<file path="src/rtl/mem_access_if.sv">
// Bundles the request, response and memory-side signals of mem_access_unit.
//   slave  : view used by mem_access_unit (accepts requests, drives the memory strobes)
//   master : view used by the core/memory side (issues requests, returns mem_rdata)
// Request:  req_valid/req_ready handshake with req_write, req_size, req_unsigned, req_addr,
//           req_wdata.
// Response: rsp_valid/rsp_ready handshake with rsp_rdata, rsp_err.
// Memory:   mem_read, mem_write, mem_address (word address), mem_wdata, mem_rdata.
interface mem_access_if #(
  parameter int unsigned ADDR_WIDTH = 12,
  parameter int unsigned WORD_WIDTH = 32
);
  logic                  req_valid;
  logic                  req_ready;
  logic                  req_write;
  logic [1:0]            req_size;
  logic                  req_unsigned;
  logic [ADDR_WIDTH-1:0] req_addr;
  logic [WORD_WIDTH-1:0] req_wdata;
  logic                  rsp_valid;
  logic                  rsp_ready;
  logic [WORD_WIDTH-1:0] rsp_rdata;
  logic                  rsp_err;
  logic                  mem_read;
  logic                  mem_write;
  logic [ADDR_WIDTH-3:0] mem_address;
  logic [WORD_WIDTH-1:0] mem_wdata;
  logic [WORD_WIDTH-1:0] mem_rdata;

  modport slave (
    input  req_valid, req_write, req_size, req_unsigned, req_addr, req_wdata, rsp_ready,
           mem_rdata,
    output req_ready, rsp_valid, rsp_rdata, rsp_err, mem_read, mem_write, mem_address,
           mem_wdata
  );

  modport master (
    output req_valid, req_write, req_size, req_unsigned, req_addr, req_wdata, rsp_ready,
           mem_rdata,
    input  req_ready, rsp_valid, rsp_rdata, rsp_err, mem_read, mem_write, mem_address,
           mem_wdata
  );
endinterface

</file>
<file path="src/rtl/mem_access_unit.sv">
// Load/store initiator for a single-port synchronous word memory without byte enables.
// Byte/halfword stores are performed as read-modify-write; loads are lane-extracted and
// sign- or zero-extended. Read and write strobes are never asserted in the same cycle.
// Ports:
//   clk, rst_n : clock (rising edge), asynchronous active-low reset
//   bus        : mem_access_if.slave (request, response and memory signals)
//   stat_*     : 16-bit saturating response counters, present only when the macro
//                MEM_ACCESS_STATS_EN is defined
module mem_access_unit #(
  parameter int unsigned ADDR_WIDTH = 12,
  parameter int unsigned WORD_WIDTH = 32
) (
  input  logic         clk,
  input  logic         rst_n,
  mem_access_if.slave  bus
`ifdef MEM_ACCESS_STATS_EN
  ,
  output logic [15:0]  stat_loads,
  output logic [15:0]  stat_stores,
  output logic [15:0]  stat_errors
`endif
);

  if (WORD_WIDTH != 32) begin : gen_width_check
    $error("mem_access_unit supports WORD_WIDTH == 32 only");
  end

  typedef enum logic [2:0] {StIdle, StRd, StCap, StWr, StResp} state_e;

  state_e                state_q, state_d;
  logic [1:0]            size_q, size_d;
  logic                  unsigned_q, unsigned_d;
  logic                  write_q, write_d;
  logic [1:0]            addr_lo_q, addr_lo_d;
  logic [15:0]           wdata_q, wdata_d;
  logic                  mem_read_q, mem_read_d;
  logic                  mem_write_q, mem_write_d;
  logic [ADDR_WIDTH-3:0] mem_address_q, mem_address_d;
  logic [31:0]           mem_wdata_q, mem_wdata_d;
  logic                  rsp_valid_q, rsp_valid_d;
  logic [31:0]           rsp_rdata_q, rsp_rdata_d;
  logic                  rsp_err_q, rsp_err_d;

  logic                  req_bad;
  logic [7:0]            byte_lane;
  logic [15:0]           half_lane;
  logic [31:0]           load_val;
  logic [31:0]           merged;

  assign req_bad = (bus.req_size == 2'b11) ||
                   (bus.req_size == 2'b01 && bus.req_addr[0]) ||
                   (bus.req_size == 2'b10 && bus.req_addr[1:0] != 2'b00);

  // Lane extraction and merge work on the word returned during StCap.
  always_comb begin
    byte_lane = bus.mem_rdata[{addr_lo_q, 3'b000} +: 8];
    half_lane = bus.mem_rdata[{addr_lo_q[1], 4'b0000} +: 16];
    unique case (size_q)
      2'b00:   load_val = unsigned_q ? {24'h0, byte_lane} : {{24{byte_lane[7]}}, byte_lane};
      2'b01:   load_val = unsigned_q ? {16'h0, half_lane} : {{16{half_lane[15]}}, half_lane};
      default: load_val = bus.mem_rdata;
    endcase
    merged = bus.mem_rdata;
    if (size_q == 2'b00) begin
      merged[{addr_lo_q, 3'b000} +: 8] = wdata_q[7:0];
    end else begin
      merged[{addr_lo_q[1], 4'b0000} +: 16] = wdata_q;
    end
  end

  always_comb begin
    state_d       = state_q;
    size_d        = size_q;
    unsigned_d    = unsigned_q;
    write_d       = write_q;
    addr_lo_d     = addr_lo_q;
    wdata_d       = wdata_q;
    mem_read_d    = 1'b0;
    mem_write_d   = 1'b0;
    mem_address_d = mem_address_q;
    mem_wdata_d   = mem_wdata_q;
    rsp_valid_d   = rsp_valid_q;
    rsp_rdata_d   = rsp_rdata_q;
    rsp_err_d     = rsp_err_q;
    unique case (state_q)
      StIdle: begin
        if (bus.req_valid) begin
          size_d     = bus.req_size;
          unsigned_d = bus.req_unsigned;
          write_d    = bus.req_write;
          addr_lo_d  = bus.req_addr[1:0];
          wdata_d    = bus.req_wdata[15:0];
          if (req_bad) begin
            state_d     = StResp;
            rsp_valid_d = 1'b1;
            rsp_err_d   = 1'b1;
            rsp_rdata_d = '0;
          end else if (bus.req_write && bus.req_size == 2'b10) begin
            state_d       = StWr;
            mem_write_d   = 1'b1;
            mem_address_d = bus.req_addr[ADDR_WIDTH-1:2];
            mem_wdata_d   = bus.req_wdata;
          end else begin
            // Loads and sub-word stores both start with a read.
            state_d       = StRd;
            mem_read_d    = 1'b1;
            mem_address_d = bus.req_addr[ADDR_WIDTH-1:2];
          end
        end
      end
      StRd: state_d = StCap;
      StCap: begin
        if (write_q) begin
          state_d     = StWr;
          mem_write_d = 1'b1;
          mem_wdata_d = merged;
        end else begin
          state_d     = StResp;
          rsp_valid_d = 1'b1;
          rsp_err_d   = 1'b0;
          rsp_rdata_d = load_val;
        end
      end
      StWr: begin
        state_d     = StResp;
        rsp_valid_d = 1'b1;
        rsp_err_d   = 1'b0;
        rsp_rdata_d = '0;
      end
      StResp: begin
        if (bus.rsp_ready) begin
          state_d     = StIdle;
          rsp_valid_d = 1'b0;
          rsp_err_d   = 1'b0;
          rsp_rdata_d = '0;
        end
      end
      default: state_d = StIdle;
    endcase
  end

  always_ff @(posedge clk or negedge rst_n) begin
    if (!rst_n) begin
      state_q       <= StIdle;
      size_q        <= '0;
      unsigned_q    <= 1'b0;
      write_q       <= 1'b0;
      addr_lo_q     <= '0;
      wdata_q       <= '0;
      mem_read_q    <= 1'b0;
      mem_write_q   <= 1'b0;
      mem_address_q <= '0;
      mem_wdata_q   <= '0;
      rsp_valid_q   <= 1'b0;
      rsp_rdata_q   <= '0;
      rsp_err_q     <= 1'b0;
    end else begin
      state_q       <= state_d;
      size_q        <= size_d;
      unsigned_q    <= unsigned_d;
      write_q       <= write_d;
      addr_lo_q     <= addr_lo_d;
      wdata_q       <= wdata_d;
      mem_read_q    <= mem_read_d;
      mem_write_q   <= mem_write_d;
      mem_address_q <= mem_address_d;
      mem_wdata_q   <= mem_wdata_d;
      rsp_valid_q   <= rsp_valid_d;
      rsp_rdata_q   <= rsp_rdata_d;
      rsp_err_q     <= rsp_err_d;
    end
  end

  assign bus.req_ready   = (state_q == StIdle);
  assign bus.mem_read    = mem_read_q;
  assign bus.mem_write   = mem_write_q;
  assign bus.mem_address = mem_address_q;
  assign bus.mem_wdata   = mem_wdata_q;
  assign bus.rsp_valid   = rsp_valid_q;
  assign bus.rsp_rdata   = rsp_rdata_q;
  assign bus.rsp_err     = rsp_err_q;

`ifdef MEM_ACCESS_STATS_EN
  logic        rsp_fire;
  logic [15:0] loads_q, stores_q, errors_q;

  assign rsp_fire = (state_q == StResp) && bus.rsp_ready;

  always_ff @(posedge clk or negedge rst_n) begin
    if (!rst_n) begin
      loads_q  <= '0;
      stores_q <= '0;
      errors_q <= '0;
    end else if (rsp_fire) begin
      if (rsp_err_q) begin
        if (errors_q != 16'hFFFF) errors_q <= errors_q + 16'd1;
      end else if (write_q) begin
        if (stores_q != 16'hFFFF) stores_q <= stores_q + 16'd1;
      end else begin
        if (loads_q != 16'hFFFF) loads_q <= loads_q + 16'd1;
      end
    end
  end

  assign stat_loads  = loads_q;
  assign stat_stores = stores_q;
  assign stat_errors = errors_q;
`endif

endmodule

</file>
<file path="src/flat_wrapper.sv">
// flat-port wrapper written by rule: the top's interface ports become plain ports
module mem_access_unit_flat 
#(
  parameter int unsigned ADDR_WIDTH = 12,
  parameter int unsigned WORD_WIDTH = 32
)
  (clk, rst_n, bus_req_valid, bus_req_write, bus_req_size, bus_req_unsigned, bus_req_addr, bus_req_wdata, bus_rsp_ready, bus_mem_rdata, bus_req_ready, bus_rsp_valid, bus_rsp_rdata, bus_rsp_err, bus_mem_read, bus_mem_write, bus_mem_address, bus_mem_wdata);
  mem_access_if #(.ADDR_WIDTH(ADDR_WIDTH), .WORD_WIDTH(WORD_WIDTH)) bus_i ();
  input  logic clk;
  input  logic rst_n;
  input wire logic [$bits(bus_i.req_valid)-1:0] bus_req_valid;
  input wire logic [$bits(bus_i.req_write)-1:0] bus_req_write;
  input wire logic [$bits(bus_i.req_size)-1:0] bus_req_size;
  input wire logic [$bits(bus_i.req_unsigned)-1:0] bus_req_unsigned;
  input wire logic [$bits(bus_i.req_addr)-1:0] bus_req_addr;
  input wire logic [$bits(bus_i.req_wdata)-1:0] bus_req_wdata;
  input wire logic [$bits(bus_i.rsp_ready)-1:0] bus_rsp_ready;
  input wire logic [$bits(bus_i.mem_rdata)-1:0] bus_mem_rdata;
  output wire logic [$bits(bus_i.req_ready)-1:0] bus_req_ready;
  output wire logic [$bits(bus_i.rsp_valid)-1:0] bus_rsp_valid;
  output wire logic [$bits(bus_i.rsp_rdata)-1:0] bus_rsp_rdata;
  output wire logic [$bits(bus_i.rsp_err)-1:0] bus_rsp_err;
  output wire logic [$bits(bus_i.mem_read)-1:0] bus_mem_read;
  output wire logic [$bits(bus_i.mem_write)-1:0] bus_mem_write;
  output wire logic [$bits(bus_i.mem_address)-1:0] bus_mem_address;
  output wire logic [$bits(bus_i.mem_wdata)-1:0] bus_mem_wdata;
  assign bus_i.req_valid = bus_req_valid;
  assign bus_i.req_write = bus_req_write;
  assign bus_i.req_size = bus_req_size;
  assign bus_i.req_unsigned = bus_req_unsigned;
  assign bus_i.req_addr = bus_req_addr;
  assign bus_i.req_wdata = bus_req_wdata;
  assign bus_i.rsp_ready = bus_rsp_ready;
  assign bus_i.mem_rdata = bus_mem_rdata;
  assign bus_req_ready = bus_i.req_ready;
  assign bus_rsp_valid = bus_i.rsp_valid;
  assign bus_rsp_rdata = bus_i.rsp_rdata;
  assign bus_rsp_err = bus_i.rsp_err;
  assign bus_mem_read = bus_i.mem_read;
  assign bus_mem_write = bus_i.mem_write;
  assign bus_mem_address = bus_i.mem_address;
  assign bus_mem_wdata = bus_i.mem_wdata;
  mem_access_unit #(.ADDR_WIDTH(ADDR_WIDTH), .WORD_WIDTH(WORD_WIDTH)) u_core (.clk(clk), .rst_n(rst_n), .bus(bus_i));
endmodule
</file>
<file path="config.mk">
export PLATFORM = sky130hd
export DESIGN_NAME = mem_access_unit_flat
export DESIGN_NICKNAME = d
export VERILOG_FILES = /design/src/rtl/mem_access_if.sv /design/src/rtl/mem_access_unit.sv /design/src/flat_wrapper.sv
export SDC_FILE = /design/constraint.sdc
export NUM_CORES = 1
export LEC_CHECK = 0
export CAP_MARGIN = 20
export CORE_MARGIN = 4
export CORE_UTILIZATION = 53
export CTS_CLUSTER_SIZE = 30
export DETAILED_ROUTE_END_ITERATION = 8
export GPL_ROUTABILITY_DRIVEN = 0
export GPL_TIMING_DRIVEN = 0
export PLACE_DENSITY = 0.95
export SLEW_MARGIN = 20
export SYNTH_ARGS = -nofsm -noshare
export SYNTH_HDL_FRONTEND = slang
export SYNTH_SLANG_ARGS = --single-unit
export TNS_END_PERCENT = 5
</file>
<file path="constraint.sdc">
create_clock -name clk -period 4.7 [get_ports clk]
set_clock_uncertainty 0.15 [all_clocks]
set_input_delay 0.94 -clock clk [delete_from_list [all_inputs] [get_ports clk]]
set_output_delay 0.94 -clock clk [all_outputs]
set_load 0.02 [all_outputs]
</file>
==> reports/results.ini <==
[setup_path]
arrival_ns = 3.60
r2r_slack_ns = 1.29
critical_path.cell_chain = buf_2 > buf_2 > clkinv_1 > ha_1 > nor3b_1 > clkbuf_1 > a221oi_1 > o21ai_1 > mux2_1
worstSetupStartpointType = register
max_stage_delay_ns = 0.54
crit_top_cell = buf_2
timing.rr.end = u_core.bus.mem_wdata[31]
slowest_stage = nor3b_1
critPathMaxFanout = 10
crit_start = u_core.addr_lo_q[1]
path_class = reg2reg
worst-path-buf-inv = 4
cp-end-kind = register
r2r-start = u_core.addr_lo_q[1]
required_ns = 4.89
rr_worst_depth = 9
crit_family = buffers and inverters

[layout]
nFillCells = 774
layout-drive-gt1-share_pct = 9.51
final_core_utilization_pct = 72.7
fin_nets = 852
ff_latch_area_um2 = 2580
multiInputGateArea_um2 = 3030
final_cells = 908
areaGrowthSynthToFinish_pct = 34.1
antenna_cells = 0

[drt]
routedWlPerCell_um = 20.9
routed_wl_um = 19000
viasPerCell = 6.49
dr.pass1.iters = 8
post-route-drc-count = 0
first_iter_violations = 768
antenna_left = 0
num_vias = 5892

[sta]
rsz0062_at_grt = no
hold_viol_final = 0
fin_hold_ws_ns = 0.279
slew_headroom_pct = 53.1
setup_viol = 0
timing_max_transition_violations_final = 0
fmax_mhz = 293
period_needed_ns = 3.41
post-route-period-util_pct = 72.5
tightest_slew_ns = 0.701

[power]
leakagePower_uw = 0.00341
ir_drop_v = 0.000385
p_per_area_nw_per_um2 = 660
finalPower_uw = 5200

[worst_hold_path]
hold_path_class = in2async

[clock_network]
h-tree-depth = 3
ctsRootBufferMaster = clkbuf_8
clock_sinks = 103
clk_pin_slew_ns = 0.10
clk_latency_ns = 0.39
cts_hold_buf = 0
cts_resized = 0
postCtsSetupRepairBufs = 0
tritoncts = built
clk_path_buf_depth = 2
cts_buffers = 9

[place]
dp.cells = 892
hpwl_um = 14400
io_buffers = 162

[floorplanning]
die_h_um = 113
start_util_pct = 54.2
std_cell_rows = 38
fp.dieW_um = 113
fp.coreArea_um2 = 10800
dieArea_um2 = 12800
io_pins = 163

[logic_synthesis]
ys_async_sr_fraction_pct = 100
syn_area_um2 = 5880
ys_types = 50
ys_top_cells_by_count = dfrtp_1 (103), nand2_1 (99), o21ai_0 (64)
yosysTopAreaCell = dfrtp_1
syn_avg_cell_area_um2 = 9.98
ys_seq_area_share_pct = 43.9
synth_cells = 589
ys.flop_type = dfrtp_1
synth_compound_area_share_pct = 20.3
synth-xor-area-share_pct = 0
synthAdderAreaFrac_pct = 1.06
synth.area.mux_share_pct = 16.2
synth_edf_count = 0
synthDominantCellAreaShare_pct = 43.9
synth_top_family_by_area = compound AO/OA/AOI/OAI gates
synth_warnings = 0
synthSimpleGateAreaFrac_pct = 14.0
ys_ff_latch = 103
yosysMostFrequentCell = dfrtp_1
synth_area_leaders = dfrtp_1 (44%), mux2_2 (7.9%), nand2_1 (6.3%)
synth_fp_nets = 678

[global_routing]
grt.total_usage_pct = 29.4
grt_pass1_wl_um = 29600
grt_pass1_vias = 5872
antenna_found_initial = 0
grt_max_degree = 68
overflow = 0

[outcome]
outcome = finished, final reports clean

[job]
max_cap_violations = 0

[stage by stage]
step | cell area (um^2) | TNS (ns) | setup slack, ns
after floorplan | 5880 | 0 | 1.87
after CTS | 7880 | 0 | 1.38
final | 7880 | 0 | 1.29
after global routing | 7880 | 0 | 1.01
after global placement | 7670 | -113.44 | -1.11
after detailed placement | 7700 | 0 | 1.00
[where the power goes]
part	internal (uW)	switching [uW]
logic	1360	1690
registers	1290	333
clock network	198	333
total	2850	2350
[layout by cell type (no fill, tap or decap), types with 2 or more instances in the layout]
cell type          n
a22o_1             6
o2bb2ai_1          8
a222oi_1           6
clkbuf_1          30
inv_6              3
nor3_1            11
dfrtp_1          103
a21o_1             3
a21oi_1            9
buf_2              6
a31oi_1            9
o21ai_0           64
a221oi_1          23
clkinv_4           2
nand2b_1           4
buf_1              6
clkbuf_8           9
and4_1             8
or3_1              2
nand2_1           99
ha_1               5
or2_1              2
inv_1             15
a311oi_1           8
clkinv_2           2
nor2b_1           12
nor2_1             8
and3b_1            9
clkdlybuf4s50_1  161
a221o_1           17
o21ai_1            9
mux2i_1           11
buf_6              4
mux2_1            32
mux2_2            41
[area by class of cell]
| type | count | share of cell area [%] |
|---|---|---|
| Timing Repair Buffer | 163 | 20.9 |
| Tap cell | 140 | 2.22 |
| Inverter | 16 | 0.762 |
| Clock buffer | 9 | 1.57 |
| Sequential cell | 103 | 32.7 |
| Clock inverter | 7 | 0.683 |
| Multi-Input combinational cell | 424 | 38.5 |
| Buffer | 46 | 2.62 |
[metal layers]
layer  track usage (%)  routed length (um)  vias up
li1                  -                   -     2543
met1              37.2                6860     2772
met2              45.5                8600      475
met3              8.82                2530      102
met4              15.9                 976        0
met5                 0                   0        -
[logic make-up after synthesis]
logic type | Yosys count
AND/OR/NAND/NOR | 165
adder cells (fa/ha/maj) | 5
multiplexers | 85
AO/OA/AOI/OAI | 169
buffers and inverters | 62
flip-flops | 103
[registers in the layout (all words and copies together), names as in the netlist]
name / flops
u_core.unsigned_q: 1
u_core.size_q: 2
u_core.bus.rsp_rdata: 32
u_core.bus.rsp_valid: 1
u_core.bus.mem_write: 1
u_core.bus.rsp_err: 1
u_core.addr_lo_q: 2
u_core.bus.mem_wdata: 32
u_core.bus.mem_read: 1
u_core.write_q: 1
u_core.wdata_q: 16
u_core.state_q: 3
u_core.bus.mem_address: 10
[how the worst max path moves through the flow]
stage	to	slack, ns	depth (start not counted)
2_1_floorplan	u_core.bus.mem_wdata[16]	1.87	7
3_3_place_gp	u_core.bus.mem_wdata[18]	-1.11	1
3_5_place_dp	u_core.bus.mem_wdata[2]	1.00	8
4_1_cts	u_core.bus.mem_wdata[14]	1.38	9
5_1_grt	u_core.bus.mem_wdata[15]	1.01	9
6_report	u_core.bus.mem_wdata[31]	1.29	9
No activity file was read; power rests on OpenSTA's default activity.
